===== src/rtl/uart_mem_loader_if.sv =====
// uart_mem_loader_if: data-memory write port (writeEn strobe, word address, write data)
interface uart_mem_loader_if;
  logic        writeEn;
  logic [31:0] address;
  logic [31:0] dataIn;
  modport master (output writeEn, address, dataIn);
  modport slave (input writeEn, address, dataIn);
endinterface


===== src/rtl/uart_mem_loader.sv =====
// uart_mem_loader: 8N1 UART receiver packing 4 bytes per little-endian word into data-memory writes
// ports: clk, rst_n (sync, active-low), RxD (async serial in), enable (accept bytes),
//        mem (writeEn/address/dataIn write port), busy (frame in progress),
//        done (sticky, all words written), frameError (sticky, low stop bit seen)
module uart_mem_loader #(
  parameter int CLKS_PER_BIT = 434,
  parameter int WORD_COUNT   = 1024
) (
  input  logic               clk,
  input  logic               rst_n,
  input  logic               RxD,
  input  logic               enable,
  uart_mem_loader_if.master  mem,
  output logic               busy,
  output logic               done,
  output logic               frameError
);
  localparam int HALF = CLKS_PER_BIT / 2;
  localparam int CW   = $clog2(CLKS_PER_BIT);
  typedef enum logic [1:0] {IDLE, START, DATA, STOP} state_t;
  state_t state, state_n;
  logic rx_m, rx_s, tick, drop, byte_ok, last;
  logic [CW-1:0] cnt;
  logic [2:0] bit_idx;
  logic [7:0] shift;
  logic [1:0] idx;
  logic [23:0] word;
  logic [9:0] wcnt;
  always_ff @(posedge clk)
    if (!rst_n) {rx_m, rx_s} <= 2'b11;
    else {rx_m, rx_s} <= {RxD, rx_m};
  always_ff @(posedge clk)
    state <= rst_n ? state_n : IDLE;
  assign tick = cnt == (state == START ? CW'(HALF - 1) : CW'(CLKS_PER_BIT - 1));
  always_comb begin
    state_n = state;
    case (state)
      IDLE:    state_n = (!rx_s && enable && !done) ? START : IDLE;
      START:   state_n = tick ? (rx_s ? IDLE : DATA) : START;
      DATA:    state_n = (tick && bit_idx == 3'd7) ? STOP : DATA;
      default: state_n = tick ? IDLE : STOP;
    endcase
  end
  // drop marks a frame during which enable was seen low; its byte is thrown away
  always_ff @(posedge clk)
    if (!rst_n) begin
      cnt     <= '0;
      bit_idx <= '0;
      shift   <= '0;
      drop    <= 1'b0;
    end else begin
      cnt     <= (state == IDLE || tick) ? '0 : cnt + CW'(1);
      bit_idx <= state == START ? 3'd0 : (state == DATA && tick) ? bit_idx + 3'd1 : bit_idx;
      if (state == DATA && tick) shift <= {rx_s, shift[7:1]};
      drop    <= state == IDLE ? 1'b0 : drop | ~enable;
    end
  assign busy    = state != IDLE;
  assign byte_ok = state == STOP && tick && rx_s && !drop && enable;
  assign last    = wcnt == 10'(WORD_COUNT - 1);
  // bytes shift in from the top so the first byte ends up in the low lane
  always_ff @(posedge clk)
    if (!rst_n) begin
      mem.writeEn <= 1'b0;
      mem.address <= '0;
      mem.dataIn  <= '0;
      done        <= 1'b0;
      frameError  <= 1'b0;
      idx         <= '0;
      word        <= '0;
      wcnt        <= '0;
    end else begin
      mem.writeEn <= 1'b0;
      if (state == STOP && tick && !rx_s) frameError <= 1'b1;
      if (!enable) begin
        idx  <= '0;
        word <= '0;
      end else if (byte_ok) begin
        idx  <= idx + 2'd1;
        word <= {shift, word[23:8]};
        if (idx == 2'd3) begin
          mem.writeEn <= 1'b1;
          mem.address <= {22'd0, wcnt};
          mem.dataIn  <= {shift, word};
          wcnt        <= last ? wcnt : wcnt + 10'd1;
          done        <= last;
        end
      end
    end
endmodule


===== src/flat_wrapper.sv =====
// flat-port wrapper written by rule: the top's interface ports become plain ports
module uart_mem_loader_flat 
#(
  parameter int CLKS_PER_BIT = 434,
  parameter int WORD_COUNT   = 1024
)
  (clk, rst_n, RxD, enable, busy, done, frameError, mem_writeEn, mem_address, mem_dataIn);
  uart_mem_loader_if mem_i ();
  input  logic clk;
  input  logic rst_n;
  input  logic RxD;
  input  logic enable;
  output logic busy;
  output logic done;
  output logic frameError;
  output wire logic [$bits(mem_i.writeEn)-1:0] mem_writeEn;
  output wire logic [$bits(mem_i.address)-1:0] mem_address;
  output wire logic [$bits(mem_i.dataIn)-1:0] mem_dataIn;
  assign mem_writeEn = mem_i.writeEn;
  assign mem_address = mem_i.address;
  assign mem_dataIn = mem_i.dataIn;
  uart_mem_loader #(.CLKS_PER_BIT(CLKS_PER_BIT), .WORD_COUNT(WORD_COUNT)) u_core (.clk(clk), .rst_n(rst_n), .RxD(RxD), .enable(enable), .mem(mem_i), .busy(busy), .done(done), .frameError(frameError));
endmodule

===== config.mk =====
export PLATFORM = sky130hd
export DESIGN_NAME = uart_mem_loader_flat
export DESIGN_NICKNAME = d
export VERILOG_FILES = /design/src/rtl/uart_mem_loader_if.sv /design/src/rtl/uart_mem_loader.sv /design/src/flat_wrapper.sv
export SDC_FILE = /design/constraint.sdc
export NUM_CORES = 1
export LEC_CHECK = 0
export BUFFER_PORTS_ARGS = -buffer_cell sky130_fd_sc_hd__buf_2
export CAP_MARGIN = 20
export CORE_UTILIZATION = 50
export CTS_CLUSTER_SIZE = 8
export DETAILED_ROUTE_END_ITERATION = 10
export HOLD_SLACK_MARGIN = 0.12
export PLACE_DENSITY = 0.78
export SLEW_MARGIN = 0
export SYNTH_ARGS = -nofsm -noshare
export SYNTH_HDL_FRONTEND = slang
export SYNTH_SLANG_ARGS = --single-unit

===== constraint.sdc =====
create_clock -name clk -period 2.05 [get_ports clk]
set_input_delay 0.1025 -clock clk [delete_from_list [all_inputs] [get_ports clk]]
set_output_delay 0.1025 -clock clk [all_outputs]
set_load 0.05 [all_outputs]

==> out/qor.txt <==
outcome: finished clean
Routed WL: 8510 µm
Synthesis Warnings: 0
clk slew on worst S/H paths: 0.09 ns
Critical Path Slowest Stage Cell: or4_1
largest net degree at the start of global routing: 56
sequential area share after synthesis: 49.3%
Critical Path RT: 2.35 ns
pre-CTS setup slack: 0.102 ns
first-pass GRT wire length: 14200 µm
FF+latch area: 0.00212 mm²
multi-input logic area: 0.00194 mm²
Die Wd: 94.8 µm
Startpoint Class: flop
ANT cells: 0
grt total ovfl: 0
CTS Root Buffer Type: clkbuf_8
Die Span Y: 94.8 µm
maxcap violations: 0
Pwr per Cell Area: 707 mW/mm²
Placer Congestion: 0.827
row count: 33
most frequent cells in the layout: 152 x nand2_1, 106 x dfxtp_1, 78 x a21oi_1
critical path fanouts, max: 14
setup slack after layout: 0.100 ns
fin crit share: 95.1%
vias per inst: 5.25
FMAX: 513 MHz
clock skew: 0.00865 ns
Mapped Cells: 525
leakage: 1.76 nW
num ports: 72
Final Hold Fails: 0
Crit. End Element: flop
maximum vdd ir drop: 331 µV
Initial Util: 52.1%
fin nets: 575
CTS sink cnt: 106
TritonRoute pass-1 iters: 4
Core ar.: 0.00826 mm²
initial drt markers: 230
Num CTS Buffers: 9
final setup vio count: 0
final number of max-transition violations: 0
Routed Antenna Nets: 0
GRT Overall Usage: 20.2%
post-synthesis cell type count: 46
RSZ-0062 raised after global routing: true
FF-to-FF setup slack: 0.10 ns
Syn Std Cell Area: 0.00430 mm²
actual slew at the worst max-slew pin: 0.834 ns
crit-path max cell delay: 0.54 ns
DRC: 0
worst hold slack: 0.415 ns
Placed Area: 0.00456 mm²
Final Cell Area: 0.00481 mm²
async set-reset flop share out of synthesis: 0%
# fillers: 760
initial antenna violation count: 0
clock buffer depth: 2
layout cells sized above 1: 15.6%
Clock Latency Late Sink: 0.37 ns
syn avg cell area: 8.20 µm²
min Tclk post-route: 1.95 ns
vias in the first global route: 3214
crit-path cells: nor4b_2, and3_2, o21ai_2, or4_1, a21oi_1
H-Tree Level Count: 3
kind of critical path: flop to flop
Buf+Inv Stages, Crit Path: 0
CTS tree: yes
most common cell after layout, fill and taps aside: nand2_1
Area Growth Syn to Fin: 11.7%
hpwl dp: 5720 µm
Main synth FF type: dfxtp_1
Yosys reg bits: 106
Worst EP arrival: 2.25 ns
Slew HR: 44.3%
worst min path class: flop to flop
wire length per cell: 12.6 µm
Final Power: 3.40 mW
total number of vias: 3547
port bufs: 49
Total Die Area: 0.00898 mm²
EDFF count, synth: 0
crit-path leading delay family: simple AND/OR/NAND/NOR gates
## state kept, by name, summed over array words and instances (netlist names)
signal              cells
u_core.word            24
u_core.bit_idx          3
u_core.state            2
u_core.mem.dataIn      32
u_core.rx_s             1
u_core.mem.address     10
u_core.rx_m             1
u_core.drop             1
u_core.done             1
u_core.wcnt            10
u_core.mem.writeEn      1
u_core.cnt              9
u_core.shift            8
u_core.idx              2
u_core.frameError       1
## per-layer routing
metal / global-route usage (%) / wire length, µm / up-vias
met2: 33.3 / 4020 / 86
met1: 25.2 / 3960 / 1650
li1: - / - / 1801
met4: 9.34 / 138 / 0
met5: 0 / 0 / -
met3: 4.35 / 395 / 10
## area by class of cell
| type | instances | share of cell area, % |
|---|---|---|
| timing repair buffer | 67 | 8.69 |
| multi-input combinational | 376 | 40.3 |
| clock inverter | 5 | 0.755 |
| tap | 105 | 2.73 |
| inverter | 6 | 0.468 |
| clock buffer | 11 | 2.94 |
| sequential | 106 | 44.1 |
## Yosys cell counts, drive strengths merged, types with 6 or more instances
cell	number	area [µm²]
buf	39	269
nor2	16	60.1
inv	6	22.5
nand2	152	571
clkbuf	19	71.3
nand3	23	115
a21oi	78	390
dfxtp	106	2120
o21ai	12	63.8
## report_power, final
group          leakage (nW)  internal, mW  switching (mW)
logic                 0.808        0.0180           0.131
clock network        0.0945         0.485           0.701
registers             0.854          2.06         0.00264
total                  1.76          2.56           0.835
## stage by stage
step / cells / setup TNS, ns / utilization, %
5_1_grt: 676 / -0.0232 / 58.2
3_5_place_dp: 655 / 0 / 55.3
4_1_cts: 676 / 0 / 58.0
6_report: 676 / 0 / 58.2
2_1_floorplan: 546 / 0 / -
3_3_place_gp: 655 / 0 / 55.3
## what timing repair did
action                                 CTS  global route
hold buffers                             5             0
endpoints found under the hold margin    8             0
buffers inserted                         0             0
resized for setup                        0             4
setup endpoints to repair                0            29
## worst paths after layout
kind | endpoint | from | cells past startpoint
max | u_core.wcnt[7] | u_core.cnt[3] | 5
min | u_core.rx_s | u_core.rx_m | 1
max reg2reg | u_core.wcnt[7] | u_core.cnt[3] | 5
min reg2reg | u_core.rx_s | u_core.rx_m | 1
## cell families after synthesis
family / Yosys count / share of synthesized area [%]
AO/OA/AOI/OAI: 110 / 14.7
XOR/XNOR: 8 / 1.63
adder cells (fa/ha/maj): 5 / 1.45
buffers and inverters: 64 / 8.43
flip-flops: 106 / 49.3
multiplexers: 1 / 0.233
other: 1 / 0.0872
AND/OR/NAND/NOR: 230 / 24.1
## worst register-to-register path, stage by stage, from the launching register on
cell     delay (ns)
dfxtp_1        0.42
nor4b_2        0.32
and3_2         0.29
o21ai_2        0.16
or4_1          0.54
a21oi_1        0.16
Power figures use the tool's default switching activity.
